[config.mk]
export PLATFORM = sky130hd
export DESIGN_NAME = time_set_ctrl
export DESIGN_NICKNAME = d
export VERILOG_FILES = /design/src/rtl/time_set_ctrl.sv
export SDC_FILE = /design/constraint.sdc
export NUM_CORES = 1
export LEC_CHECK = 0
export ABC_CLOCK_PERIOD_IN_PS = 10900
export BUFFER_PORTS_ARGS = -buffer_cell sky130_fd_sc_hd__buf_2
export CAP_MARGIN = 20
export CORE_AREA = 2 2 151 153
export CTS_CLUSTER_DIAMETER = 150
export DETAILED_ROUTE_END_ITERATION = 10
export DIE_AREA = 0 0 153 155
export MAX_ROUTING_LAYER = met4
export PLACE_DENSITY = 0.71
export SYNTH_ARGS = -nofsm -noshare
export SYNTH_HDL_FRONTEND = slang
export SYNTH_SLANG_ARGS = --single-unit
[constraint.sdc]
create_clock -name clk -period 10.9 [get_ports clk]
set_clock_uncertainty 0.2 [all_clocks]
set_input_delay 2.18 -clock clk [delete_from_list [all_inputs] [get_ports clk]]
set_output_delay 2.18 -clock clk [all_outputs]
set_load 0.01 [all_outputs]
[src/rtl/time_set_ctrl.sv]
// time_set_ctrl: button-driven clock/calendar setting FSM.
// Edits a shadow copy of the time, then loads it into the timekeeper.
module time_set_ctrl #(
  parameter int YEAR_MIN  = 2000,
  parameter int YEAR_MAX  = 2099,
  parameter int TIMEOUT_S = 30
) (
  input  logic        clk,
  input  logic        rst_n,
  input  logic        tick_1hz,
  input  logic        btn_mode,
  input  logic        btn_next,
  input  logic        btn_up,
  input  logic        btn_down,
  input  logic [15:0] cur_year,
  input  logic [5:0]  cur_month,
  input  logic [10:0] cur_day,
  input  logic [10:0] cur_week,
  input  logic [10:0] cur_hour,
  input  logic [10:0] cur_minute,
  input  logic [10:0] cur_second,
  output logic [15:0] set_year,
  output logic [5:0]  set_month,
  output logic [10:0] set_day,
  output logic [10:0] set_week,
  output logic [10:0] set_hour,
  output logic [10:0] set_minute,
  output logic [10:0] set_second,
  output logic        load,
  output logic        hold,
  output logic [2:0]  field_sel,
  output logic        blink
);

  localparam int IW = (TIMEOUT_S < 2) ? 1 : $clog2(TIMEOUT_S + 1);
  localparam logic [15:0] YMIN = 16'(YEAR_MIN);
  localparam logic [15:0] YMAX = 16'(YEAR_MAX);

  typedef enum logic [3:0] {
    RUN, S_YEAR, S_MONTH, S_DAY, S_WEEK,
    S_HOUR, S_MIN, S_SEC, COMMIT
  } state_e;

  state_e      state_q, state_d;
  logic [15:0] year_q, year_d;
  logic [5:0]  month_q, month_d;
  logic [10:0] day_q, day_d;
  logic [10:0] week_q, week_d;
  logic [10:0] hour_q, hour_d;
  logic [10:0] min_q, min_d;
  logic [10:0] sec_q, sec_d;
  logic        load_q, load_d;
  logic        hold_q, hold_d;
  logic        blink_q, blink_d;
  logic [2:0]  sel_q, sel_d;
  logic [IW-1:0] idle_q, idle_d;

  logic        act_mode, act_next, act_up, act_dn;
  logic        btn_any, in_edit;
  logic [10:0] dim_cur, dim_new;

  function automatic logic is_leap(input logic [15:0] y);
    return ((y[1:0] == 2'b00) && ((y % 16'd100) != 16'd0))
        || ((y % 16'd400) == 16'd0);
  endfunction

  function automatic logic [10:0] dim(input logic [15:0] y,
                                      input logic [5:0] m);
    logic [10:0] r;
    r = 11'd31;
    case (m)
      6'd2:                    r = is_leap(y) ? 11'd29 : 11'd28;
      6'd4, 6'd6, 6'd9, 6'd11: r = 11'd30;
      default:                 r = 11'd31;
    endcase
    return r;
  endfunction

  // Button priority: mode > next > up > down, only one acts.
  always_comb begin
    btn_any  = btn_mode | btn_next | btn_up | btn_down;
    act_mode = btn_mode;
    act_next = !btn_mode && btn_next;
    act_up   = !btn_mode && !btn_next && btn_up;
    act_dn   = !btn_mode && !btn_next && !btn_up && btn_down;
    in_edit  = (state_q != RUN) && (state_q != COMMIT);
    dim_cur  = dim(year_q, month_q);
  end

  // Next-state, field edits, idle timeout and registered outputs.
  always_comb begin
    state_d = state_q;
    year_d  = year_q;
    month_d = month_q;
    day_d   = day_q;
    week_d  = week_q;
    hour_d  = hour_q;
    min_d   = min_q;
    sec_d   = sec_q;
    blink_d = blink_q;
    idle_d  = idle_q;
    dim_new = dim_cur;
    if (state_q == RUN) begin
      if (btn_mode) begin
        year_d  = cur_year;
        month_d = cur_month;
        day_d   = cur_day;
        week_d  = cur_week;
        hour_d  = cur_hour;
        min_d   = cur_minute;
        sec_d   = cur_second;
        state_d = S_YEAR;
        idle_d  = '0;
      end
    end else if (state_q == COMMIT) begin
      state_d = RUN;
    end else begin
      unique case (1'b1)
        act_mode: state_d = RUN;
        act_next: begin
          case (state_q)
            S_YEAR:  state_d = S_MONTH;
            S_MONTH: state_d = S_DAY;
            S_DAY:   state_d = S_WEEK;
            S_WEEK:  state_d = S_HOUR;
            S_HOUR:  state_d = S_MIN;
            S_MIN:   state_d = S_SEC;
            default: state_d = COMMIT;
          endcase
        end
        act_up, act_dn: begin
          blink_d = 1'b1;
          case (state_q)
            S_YEAR: begin
              if (act_up)
                year_d = (year_q >= YMAX || year_q < YMIN)
                       ? YMIN : year_q + 16'd1;
              else
                year_d = (year_q <= YMIN || year_q > YMAX)
                       ? YMAX : year_q - 16'd1;
            end
            S_MONTH: begin
              if (act_up)
                month_d = (month_q >= 6'd12) ? 6'd1 : month_q + 6'd1;
              else
                month_d = (month_q <= 6'd1) ? 6'd12 : month_q - 6'd1;
            end
            S_DAY: begin
              if (act_up)
                day_d = (day_q >= dim_cur) ? 11'd1 : day_q + 11'd1;
              else
                day_d = (day_q <= 11'd1) ? dim_cur : day_q - 11'd1;
            end
            S_WEEK: begin
              if (act_up)
                week_d = (week_q >= 11'd7) ? 11'd1 : week_q + 11'd1;
              else
                week_d = (week_q <= 11'd1) ? 11'd7 : week_q - 11'd1;
            end
            S_HOUR: begin
              if (act_up)
                hour_d = (hour_q >= 11'd23) ? 11'd0 : hour_q + 11'd1;
              else
                hour_d = (hour_q == 11'd0) ? 11'd23 : hour_q - 11'd1;
            end
            S_MIN: begin
              if (act_up)
                min_d = (min_q >= 11'd59) ? 11'd0 : min_q + 11'd1;
              else
                min_d = (min_q == 11'd0) ? 11'd59 : min_q - 11'd1;
            end
            default: begin
              if (act_up)
                sec_d = (sec_q >= 11'd59) ? 11'd0 : sec_q + 11'd1;
              else
                sec_d = (sec_q == 11'd0) ? 11'd59 : sec_q - 11'd1;
            end
          endcase
          // A year or month change can shrink the month under the day.
          dim_new = dim(year_d, month_d);
          if (day_d > dim_new) day_d = dim_new;
        end
        default: begin
          if (tick_1hz) begin
            if (int'(idle_q) + 1 >= TIMEOUT_S) begin
              state_d = RUN;
            end else begin
              idle_d  = idle_q + 1'b1;
              blink_d = ~blink_q;
            end
          end
        end
      endcase
    end
    if (btn_any || !in_edit) idle_d = '0;
    if (state_d == RUN || state_d == COMMIT) blink_d = 1'b0;
    load_d = (state_d == COMMIT);
    hold_d = (state_d != RUN);
    case (state_d)
      S_YEAR:  sel_d = 3'd1;
      S_MONTH: sel_d = 3'd2;
      S_DAY:   sel_d = 3'd3;
      S_WEEK:  sel_d = 3'd4;
      S_HOUR:  sel_d = 3'd5;
      S_MIN:   sel_d = 3'd6;
      S_SEC:   sel_d = 3'd7;
      default: sel_d = 3'd0;
    endcase
  end

  // State, shadow time and outputs; synchronous reset wins over all.
  always_ff @(posedge clk) begin
    if (!rst_n) begin
      state_q <= RUN;
      year_q  <= 16'd2023;
      month_q <= 6'd5;
      day_q   <= 11'd9;
      week_q  <= 11'd2;
      hour_q  <= 11'd11;
      min_q   <= 11'd59;
      sec_q   <= 11'd58;
      load_q  <= 1'b0;
      hold_q  <= 1'b0;
      blink_q <= 1'b0;
      sel_q   <= 3'd0;
      idle_q  <= '0;
    end else begin
      state_q <= state_d;
      year_q  <= year_d;
      month_q <= month_d;
      day_q   <= day_d;
      week_q  <= week_d;
      hour_q  <= hour_d;
      min_q   <= min_d;
      sec_q   <= sec_d;
      load_q  <= load_d;
      hold_q  <= hold_d;
      blink_q <= blink_d;
      sel_q   <= sel_d;
      idle_q  <= idle_d;
    end
  end

  assign set_year   = year_q;
  assign set_month  = month_q;
  assign set_day    = day_q;
  assign set_week   = week_q;
  assign set_hour   = hour_q;
  assign set_minute = min_q;
  assign set_second = sec_q;
  assign load       = load_q;
  assign hold       = hold_q;
  assign blink      = blink_q;
  assign field_sel  = sel_q;

endmodule

After elaboration in Yosys (flattened, before gate mapping) --
Index checks and enable logic that the tools add are counted.
Operators by class: add/subtract/negate cells 16, div/mod/pow operators 4, order comparisons 15, equality and inequality tests 32, muxes and demuxes 90, bitwise gates (word level) 8, reductions and logical operators 52
Operators by type and width (count):
- two-way mux 11 bit | 47
- two-way mux 16 bit | 11
- two-way mux 6 bit | 11
- adder 11 x 1 -> 11 bit (second input constant) | 5
- subtractor 11 x 1 -> 11 bit (second input constant) | 5
- logical NOT 11 bit | 3
- logical NOT 16 bit | 2
- remainder unit 16 x 7 -> 16 bit (second input constant) | 2
- remainder unit 16 x 9 -> 16 bit (second input constant) | 2
- nonzero test 16 bit | 2
- two-way mux 5 bit | 6
- == test 4 x 3 -> 1 bit (second input constant) | 7
- == test 6 x 3 -> 1 bit (second input constant) | 4
- == test 6 x 4 -> 1 bit (second input constant) | 4
- case mux 4 bit (6 select lines) | 1
- greater-or-equal comparator 11 x 6 -> 1 bit (second input constant) | 2
- less-or-equal comparator 11 x 1 -> 1 bit (second input constant) | 2
- case mux 3 bit (7 select lines) | 1
- two-way mux 4 bit | 5
- adder 16 x 1 -> 16 bit (second input constant) | 1
- == test 4 x 2 -> 1 bit (second input constant) | 4
- greater-or-equal comparator 16 x 12 -> 1 bit (second input constant) | 1
- greater-than comparator 16 x 12 -> 1 bit (second input constant) | 1
- less-or-equal comparator 16 x 11 -> 1 bit (second input constant) | 1
- 38 further kinds | 87
Storage, ports and cells: register bits 92, input bits 84, output and inout port bits 83

Logic depth before layout (Yosys ltp) --
depth in word-level cells 22, mapped depth 45, depth with buffers taken out 41

Least setup slack after synthesis --
Ideal clock, no wire load.
path kind input port to flip-flop, start input port btn_mode, end register day_q[1] (netlist: set_day[1]), setup time 0.128 ns, arrival 9.236 ns, data required time 10.572 ns, slack 1.336 ns, stages 35, buffers on the path 2, path through clkbuf_1 > nor2_1 > nand2_1 > a2111oi_4 > a32oi_1 > a211o_1 > a21oi_4 > o21ai_4 > or4_4 > o211ai_4 > nor3_1 > nor4_1 > nand3_1 > nand3_2 > or3b_2 > a22oi_1 > buf_4 > o211ai_1 > a31oi_1 > a21oi_1 > mux2i_1 > or3_1 > o2111ai_1 > o221ai_1 > o2111ai_1 > o21a_1 > ha_1 > nand2_1 > o21ai_0 > o41ai_1 > inv_1 > a211oi_1 > nor3_1 > a21oi_1 > nor2_1
On the way: cells in the longest elaborated chain, start to end 22, elaborated cells between the ends (all ways) 47, those cells by class div: 2; order compare: 1; eq/ne: 6; mux: 24; reduce/logical: 14
RTL lines:
- start: declaration | line 11 | input logic btn_mode,
- logical NOT 1 bit | line 84, 85
- logical AND 1 bit | line 84, 85
- logical AND 1 bit | line 84 | act_up = !btn_mode && !btn_next && btn_up;
- two-way mux 16 bit | line 135 | if (act_up)
- two-way mux 16 bit | line 133 | case (state_q)
- two-way mux 16 bit | line 118 | unique case (1'b1)
- two-way mux 16 bit | line 115 | end else if (state_q == COMMIT) begin
- two-way mux 16 bit | line 103 | if (state_q == RUN) begin
- (+6 left out)
- two-way mux 11 bit | line 118
- two-way mux 11 bit | line 115
- two-way mux 11 bit | line 103
- greater-than comparator 11 bit | line 181 | if (day_d > dim_new) day_d = dim_new;
- two-way mux 11 bit | line 181
- two-way mux 11 bit | line 118
- two-way mux 11 bit | line 115
- two-way mux 11 bit | line 103
- end signal: assignment | line 231 | day_q <= day_d;
- end: declaration | line 47 | logic [10:0] day_q, day_d;
Several ways; a longest one is shown, not always the timed one. The select of a mux whose other input is x is not followed. A chain may end at the register's enable or synchronous reset.

Worst setup path in the final report --
Same ends and word-level chain as after synthesis.

==> impl_metrics.yaml <==
run_status:
  status: "finished, final reports clean"
worst_hold_path:
  hold_class: "flip-flop to flip-flop"
  holdCritStartpoint: "set_second[8]"
  holdPathEnd: "set_second[8]"
  min_path_cells: 2
clocking:
  root_buffer: "clkbuf_16"
  clk_pin_slew_ns: 0.08
  cts_tree: "built"
  clock-sinks: 92
  cts_buffer_depth: 2
  cts_max_level: 3
  clkLatencyLatePin_ns: 0.36
  postCtsSetupRepairBufs: 0
  numCtsBuffers: 9
die:
  num_io_pins: 167
  fp-row-count: 55
  coreArea_mm2: 0.0222
  fp.dieH_um: 155
  die_w_um: 153
  initial_utilization_pct: 49.1
  dieArea_mm2: 0.0237
logic_synthesis:
  yosysWarnings: 0
  yosys_register_bits: 92
  syn_area_per_cell_um2: 6.86
  yosysUniqueCellTypes: 102
  synth_edf_count: 0
  synth_nets: 1699
  synth_cells: 1590
  ys_seq_area_share_pct: 16.9
  synth-async-reset-ratio_pct: 0
  syn_area_mm2: 0.0109
  synth_flop_cell: "dfxtp_1"
worst_setup_path:
  path_delay_family: "compound AO/OA/AOI/OAI gates"
  cp_max_fo: 14
  rr_worst_depth: 40
  worstReg2RegEnd: "set_day[1]"
  critical-path-max-stage-delay_ns: 0.57
  critPathArrivalTime_ns: 10.25
  r2r_start: "set_year[12]"
  cp-start-kind: "input port"
  critPathKind: "input port to flip-flop"
  critPathBufInv: 3
  cp_data_required_time_ns: 10.95
  cp_common_cell: "nor3_1"
  slowest_stage: "or4_4"
  critPathCaptureType: "flip-flop"
  reg2reg_setup_slack_ns: 0.83
sta:
  tightestPinTransition_ns: 0.912
  slew_violations: 0
  setup_viol: 0
  timing.hold.ws_ns: 0.287
  fin_crit_sh_pct: 93.6
  timing.fmax_mhz: 98.0
  timing.final.hold_violations: 0
  fin_crit_ns: 10.20
  slew-limit-headroom_pct: 38.7
pwr:
  cellPowerDensity_mw_per_mm2: 285
  cellLeakagePower_nw: 4.67
  ir_drop_mv: 0.173
final_layout:
  fin_cells: 1978
  fillers: 2238
  final_nets: 1795
  area_delta_synth_final_pct: 11.7
  layout-drive-gt1-share_pct: 16.8
detailed_routing:
  firstDrtPassIters: 7
  wl_per_cell_um: 17.8
  drc: 0
  viasPerCell: 6.52
  drt_iter0_markers: 1120
  antenna_left: 0
  routed_wl_um: 35300
  vias: 12900
placed_design:
  port-buffer-count: 166
  dp_cells: 1958
  place.gp.congestion: 0.983
  dp_hpwl_um: 25000
run:
  cap_violations: 0
global_routing:
  grt_max_degree: 61
  antenna_found_initial: 2
  grt.overflow.total: 0
  grt_pass1_wl_um: 57200
  grt_pass1_vias: 11600
  track_usage_pct: 28.9
-- layout by cell type (no fill, tap or decap), types with 10 or more instances in the layout --
master,instances
ha_1,25
a21o_1,13
a22oi_1,11
nor4_1,13
or3_1,18
and2_1,21
o211ai_1,56
nand3_1,47
o31ai_1,16
a31oi_1,24
a211oi_1,45
o21a_1,15
mux2i_1,12
inv_1,39
nand2_1,165
and3_1,19
o21ai_0,110
o221ai_1,15
nand2b_1,15
nor2_1,188
a211o_1,12
xor2_1,18
a21oi_1,119
nor2b_1,11
o21ai_1,12
dfxtp_1,90
nor3_1,69
buf_4,23
xnor2_1,30
o22ai_1,20
buf_2,166
a311oi_1,10
o311ai_0,10
-- timing repair --
| action | 4_1_cts | 5_1_grt |
|---|---|---|
| hold buffers | 0 | 0 |
| gates resized for setup | 0 | 10 |
| setup endpoints to repair | 0 | 5 |
-- per-layer routing --
layer / routed length (µm) / global-route usage, % / vias up / share of wire, %
li1: - / - / 6238 / -
met1: 15200 / 37.0 / 6030 / 43
met2: 16600 / 47.4 / 552 / 47
met3: 2630 / 3.62 / 86 / 7.5
met4: 877 / 9.92 / 0 / 2.5
met5: 0 / - / - / 0
-- stage by stage --
step           setup WS, ns  TNS (ns)  power [mW]  cell area [µm²]  utilization [%]
2_1_floorplan          1.34         0        2.55            10900                -
3_3_place_gp          0.664         0        3.02            11800             53.2
3_5_place_dp          0.326         0        3.06            11800             53.2
4_1_cts               0.537         0        3.38            12100             54.5
5_1_grt            -0.00948  -0.00948        3.76            12200             54.8
6_report              0.700         0        3.47            12200             54.8
-- synth_stat cells, types with 9 or more instances --
cell,count,area (µm²)
xor2_1,19,166
o21ai_0,111,556
nor2b_1,11,68.8
o311ai_0,10,87.6
nand2_1,166,623
o211ai_1,56,420
a211o_1,12,105
a211oi_1,45,338
o21ai_1,11,55.1
buf_1,10,37.5
inv_1,40,150
dfxtp_1,92,1840
and3_1,19,119
nand2b_1,15,93.8
a22oi_1,11,82.6
ha_1,25,313
a21o_1,13,97.6
nor2_1,188,706
a311oi_1,11,96.3
o31a_1,9,78.8
nor4_1,16,100
mux2i_1,13,130
xnor2_1,30,263
clkbuf_1,71,267
nand3b_1,9,67.6
o2111ai_1,9,78.8
or3_1,18,113
a32oi_1,9,78.8
o22ai_1,21,131
nor3_1,70,350
o31ai_1,16,120
and2_1,21,131
buf_2,14,70.1
a31oi_1,24,150
o21a_1,15,113
nand4_1,9,56.3
nand3_1,47,235
o221ai_1,15,131
a21oi_1,119,596
-- kinds of logic after synthesis --
| logic type | Yosys count | synth area share, % |
|---|---|---|
| AOI/OAI and AO/OA | 610 | 39.4 |
| xor gates and xnor gates | 49 | 3.94 |
| adders and majority gates | 27 | 3.05 |
| buffers and inverters | 147 | 5.67 |
| DFF | 92 | 16.9 |
| muxes | 21 | 2.12 |
| and+or+nand+nor | 644 | 28.9 |
-- where the power goes --
part | switching [mW] | leakage (nW) | internal (mW) | total [mW]
Sequential | 0.107 | 0.758 | 0.382 | 0.490
Clock | 0.152 | 0.137 | 0.157 | 0.308
Combinational | 1.65 | 3.77 | 1.02 | 2.67
-- flip-flops by register name (all words and copies together) (netlist names) --
signal and flops:
hold 1, set_hour 11, blink 1, field_sel 3, set_week 11, set_second 11
idle_q 5, set_minute 11, set_day 11, state_q 4, load 1, set_month 6
set_year 16
-- layout make-up --
cell class | instances | area [µm²] | share of cell area [%]
clock inverter | 7 | 51.3 | 0.421
sequential | 92 | 1840 | 15.1
inverter | 42 | 158 | 1.29
timing repair buffer | 190 | 1020 | 8.40
antenna | 2 | 5.00 | 0.0411
multi-input combinational | 1351 | 8520 | 69.9
clock buffer | 9 | 225 | 1.85
tap | 285 | 357 | 2.93
-- worst register-to-register path: cells and delay by family (launching register included) --
family	cells	cell delay, ns
XOR/XNOR	1	0.13
adder cells (fa/ha/maj)	2	0.45
AO/OA/AOI/OAI	18	4.90
multiplexers	2	0.85
flip-flops	1	0.38
AND/OR/NAND/NOR	15	2.69
buffers and inverters	2	0.38
-- worst max-delay path by stage --
stage,endpoint,start,cells after the start
after CTS,set_day[1],set_year[14],40
after floorplan,set_day[1],btn_mode,35
after global routing,set_day[1],set_year[11],39
after global placement,set_day[1],btn_mode,34
after detailed placement,set_day[1],btn_mode,34
final,set_day[1],btn_mode,34
Note: power is estimated with default switching activity, not from simulation.
